## src/rtl/axi_pkg.sv

```systemverilog
// Shared AXI encodings and the read-responder state type.
package axi_pkg;
  localparam int ID_W   = 8;
  localparam int DATA_W = 32;

  localparam logic [1:0] BURST_FIXED = 2'b00;
  localparam logic [1:0] BURST_INCR  = 2'b01;
  localparam logic [1:0] RESP_OKAY   = 2'b00;

  typedef enum logic [1:0] {IDLE, FETCH, SEND} rd_state_t;
endpackage

```

## src/rtl/axi_sram_read_slave.sv

```systemverilog
// AXI read responder: one AR at a time, bursts streamed from a single-port sync SRAM.
// state | meaning
// IDLE  | ARREADY high, waiting for a read address
// FETCH | SRAM read issued for the current beat
// SEND  | beat presented on R, held until RREADY
module axi_sram_read_slave #(
  parameter int ID_W   = 8,
  parameter int DATA_W = 32,
  parameter int MEM_AW = 14
) (
  input  logic              clk,
  input  logic              rst,
  input  logic [ID_W-1:0]   ARID,
  input  logic [31:0]       ARADDR,
  input  logic [3:0]        ARLEN,
  input  logic [2:0]        ARSIZE,
  input  logic [1:0]        ARBURST,
  input  logic              ARVALID,
  output logic              ARREADY,
  output logic [ID_W-1:0]   RID,
  output logic [DATA_W-1:0] RDATA,
  output logic [1:0]        RRESP,
  output logic              RLAST,
  output logic              RVALID,
  input  logic              RREADY,
  output logic              SRAM_CS,
  output logic [MEM_AW-1:0] SRAM_A,
  input  logic [DATA_W-1:0] SRAM_DO
);
  import axi_pkg::*;

  rd_state_t         r_state;
  rd_state_t         w_state_nxt;
  logic [ID_W-1:0]   r_id;
  logic [MEM_AW-1:0] r_addr;
  logic [3:0]        r_len;
  logic [3:0]        r_beat;
  logic              r_fixed;
  logic              w_last;
  logic              w_ar_hs;
  logic              w_r_hs;

  // Only 32-bit beats exist; size and out-of-window address bits carry no information here.
  logic w_unused;
  assign w_unused = ^{ARSIZE, ARADDR[31:MEM_AW+2], ARADDR[1:0]};

  assign w_last  = (r_beat == r_len);
  assign w_ar_hs = ARVALID && (r_state == IDLE);
  assign w_r_hs  = RREADY && (r_state == SEND);
  assign SRAM_A  = r_addr;

  always_ff @(posedge clk) begin
    if (rst) r_state <= IDLE;
    else     r_state <= w_state_nxt;
  end

  always_comb begin
    w_state_nxt = r_state;
    ARREADY     = 1'b0;
    RVALID      = 1'b0;
    RLAST       = 1'b0;
    RID         = '0;
    RDATA       = '0;
    RRESP       = RESP_OKAY;
    SRAM_CS     = 1'b0;
    case (r_state)
      IDLE: begin
        ARREADY = 1'b1;
        if (ARVALID) w_state_nxt = FETCH;
      end
      FETCH: begin
        SRAM_CS     = 1'b1;
        w_state_nxt = SEND;
      end
      SEND: begin
        // SRAM_DO stays stable while CS is low, so the beat holds under backpressure.
        RVALID = 1'b1;
        RDATA  = SRAM_DO;
        RID    = r_id;
        RLAST  = w_last;
        if (RREADY) w_state_nxt = w_last ? IDLE : FETCH;
      end
      default: w_state_nxt = IDLE;
    endcase
  end

  always_ff @(posedge clk) begin
    if (rst) begin
      r_id    <= '0;
      r_addr  <= '0;
      r_len   <= '0;
      r_beat  <= '0;
      r_fixed <= 1'b0;
    end else if (w_ar_hs) begin
      r_id    <= ARID;
      r_addr  <= ARADDR[MEM_AW+1:2];
      r_len   <= ARLEN;
      r_beat  <= '0;
      r_fixed <= (ARBURST == BURST_FIXED);
    end else if (w_r_hs && !w_last) begin
      r_beat <= r_beat + 4'd1;
      if (!r_fixed) r_addr <= r_addr + MEM_AW'(1);
    end
  end
endmodule

```

## config.mk

```make
export PLATFORM = sky130hd
export DESIGN_NAME = axi_sram_read_slave
export DESIGN_NICKNAME = d
export VERILOG_FILES = /design/src/rtl/axi_pkg.sv /design/src/rtl/axi_sram_read_slave.sv
export SDC_FILE = /design/constraint.sdc
export NUM_CORES = 1
export LEC_CHECK = 0
export BUFFER_PORTS_ARGS = -buffer_cell sky130_fd_sc_hd__buf_2
export CAP_MARGIN = 20
export CORE_UTILIZATION = 35
export DETAILED_ROUTE_END_ITERATION = 7
export PLACE_DENSITY = 0.7
export SLEW_MARGIN = 20
export SYNTH_ARGS = -nofsm -noshare
export SYNTH_HDL_FRONTEND = slang
export SYNTH_SLANG_ARGS = --single-unit
```

## constraint.sdc

```tcl
create_clock -name clk -period 2.2 [get_ports clk]
set_clock_uncertainty 0.05 [all_clocks]
set_input_delay 0.22 -clock clk [delete_from_list [all_inputs] [get_ports clk]]
set_output_delay 0.22 -clock clk [all_outputs]
set_load 0.005 [all_outputs]
```

==> metrics.txt <==
outcome finished clean; CTS tree done; pwr/cell area 529 mW/mm^2; Die Width approximately 80 um; Clock power frac roughly a third; die area 0.00610 mm^2; Post-Syn Area 0.00203 mm^2; CP Data Required Time 2.35 ns; initial antenna violation count 0; Fmax achieved 499 MHz; DP Wirelength between 4 and 5 mm; most area-hungry cell type in the Yosys netlist dfxtp_1; Setup violations, final 0; Yosys Warn Count 0; RSZ-0062 raised after global routing false; root buffer cell clkbuf_8; internal power 0.00105 W; DRC Markers 0; largest net degree at the start of global routing 33; largest fanout on the critical path 18; antenna-violating nets left 0; Cell variety after synth 48; count leader, synth and2_1; dpl cell area 0.00273 mm^2; cts repair resizes 0; gr usage total 18.2%; row count 27; routed len/inst 12.6 um; GP Congestion a little over 0.8; Top FF cell, synth dfxtp_1; crit share post-route 91.1%; Worst-path clk slew 0.07 ns; flop2flop setup slack 0.20 ns; number of global-route vias before repair 1958; Post-synth EDFFs 0; total number of vias 2251; Setup WS pre-CTS around 0.20 ns; arrival time worst endpoint between 2 and 2.5 ns; WHS 0.111 ns; initial core utilization ~37%; final hold vios 0; Slew Limit Fails 0; cts hold-fix bufs 0; syn_area_per_cell 7.99 um^2; Synth Instances 254; async set-or-reset flop fraction in the synthesized netlist 0%; critical path's slowest cell or4_1; Hold Startpoint ARID[4]; fin area 0.00282 mm^2; Setup crit start r_beat[0]; Sw Pwr about 0.00044 W; Antenna diodes 0; Via density roughly 5.0; drt first-iter violations 89; Logic pwr share 21.5%; Cell Chain, Critical Path xor2_2 -> o41ai_4 -> buf_4 -> or4_1 -> a311oi_1; die height between 70 and 80 um; slowest cell delay on critical path 0.51 ns; crit path capture type register; Synth top area share around a third; largest buffer count on any clock path 2; Placed Instances 440; DR pass1 iterations 4; Leak 1.35 nW; Setup TNS 0 ns; Worst IR Drop VDD 0.000269 V; CTS buffer count 5; Final nets between 400 and 500; Seq cells post-synth 33; Setup WS post-layout roughly 0.20 ns; share of layout cells above drive strength 1 39.1%; Remaining Overflow, GRT 0; HP Class primary input to register; clk_lat worst skew 0.29 ns; final cell count without fillers 448; htree depth 2; CP Class register to register; ranking of synthesized cells by area dfxtp_1 (33%), and2_1 (13%), nand2_1 (6.1%); CP Launch Type register; core area 0.00554 mm^2; Layout area overhead 39.2%; number of port buffers 121; postcts setup bufs 0; clk sinks 33; I/O pin count 145; first-pass GRT wire length 8.96 mm; Commonest cells post-synth and2_1 (41), dfxtp_1 (33), nand2_1 (33), a21oi_1 (18), nor2_1 (16); max-cap violations 0; Sw Share 29.6%; register area share after synthesis between 30% and 40%; final WL 5.65 mm; reg-to-reg startpoint r_beat[0]; Tmin final between 2 and 2.5 ns; power share of the sequential group 45.9%
registers in the layout, summed over array words and instances (netlist names):
signal	count
r_fixed	1
r_id	8
SRAM_A	14
r_state	2
r_beat	4
r_len	4
cells by family (layout without fill, tap and decap cells):
kind of cell,count (synthesis),after routing,share of synthesized area [%]
AO/OA/AOI/OAI,55,55,19.9
XOR/XNOR,10,10,5.80
adder cells (fa/ha/maj),2,2,1.23
buffers and inverters,20,141,4.19
flip-flops,33,33,32.6
multiplexers,2,2,0.987
other,1,2,0.185
AND/OR/NAND/NOR,131,131,35.2
final cells by class:
type / count / area [um^2]
clock buffer: 6 / 82.6
clock inverter: 2 / 13.8
fill: 562 / 2720
inverter: 3 / 11.3
multi-input combinational: 202 / 1290
sequential: 33 / 661
tap: 72 / 90.1
timing repair buffer: 130 / 673
per-layer routing:
layer,global-route usage (%),share of wire (%)
met5,0,0
met4,6.85,1.0
met3,2.56,4.0
met2,29.6,48
met1,24.3,47
path summary, 6_finish.rpt:
kind	to	cells after the start
worst max-delay path	SRAM_A[10]	5
worst min register to register	r_id[2]	2
worst min-delay path	r_id[4]	3
worst max register to register	SRAM_A[10]	5
critical path: cells and delay by family, from the launching register on:
| family | cells | cell delay [ns] |
|---|---|---|
| buf+inv | 1 | 0.21 |
| flops | 1 | 0.48 |
| xor+xnor | 1 | 0.29 |
| simple gates | 1 | 0.51 |
| compound gates | 2 | 0.38 |
stage by stage:
| step | power (W) | util [%] |
|---|---|---|
| after floorplan | 0.000865 | - |
| after global placement | 0.00101 | 49.2 |
| after detailed placement | 0.00102 | 49.2 |
| after CTS | 0.00151 | 50.9 |
| after global routing | 0.00158 | 50.9 |
| final | 0.00149 | 50.9 |
cell usage in the layout, fill, tap and decap left out, drive strengths merged, types with 2 or more instances in the layout:
master and count:
a211oi 3, a21oi 18, a311oi 5, a31oi 3
and2 41, and3 5, and4 2, buf 130
clkbuf 6, clkinv 2, conb 2, dfxtp 33
ha 2, inv 3, mux2i 2, nand2 33
nand3 7, nand4 5, nor2 16, nor3 6
o21a 2, o21ai 6, o31a 2, o31ai 6
o41a 2, o41ai 2, or3 2, or4 5
xnor2 5, xor2 5
power by group through the flow:
stage / Combinational (W) / Sequential [W] / Clock [W]
detailed placement: 0.000321 / 0.000697 / 0
CTS: 0.000322 / 0.000684 / 0.000503
global route: 0.000358 / 0.000692 / 0.000529
global placement: 0.000315 / 0.000696 / 0
finish: 0.000321 / 0.000685 / 0.000488
floorplan: 0.000174 / 0.000691 / 0
(Power assumes the default switching activity.)
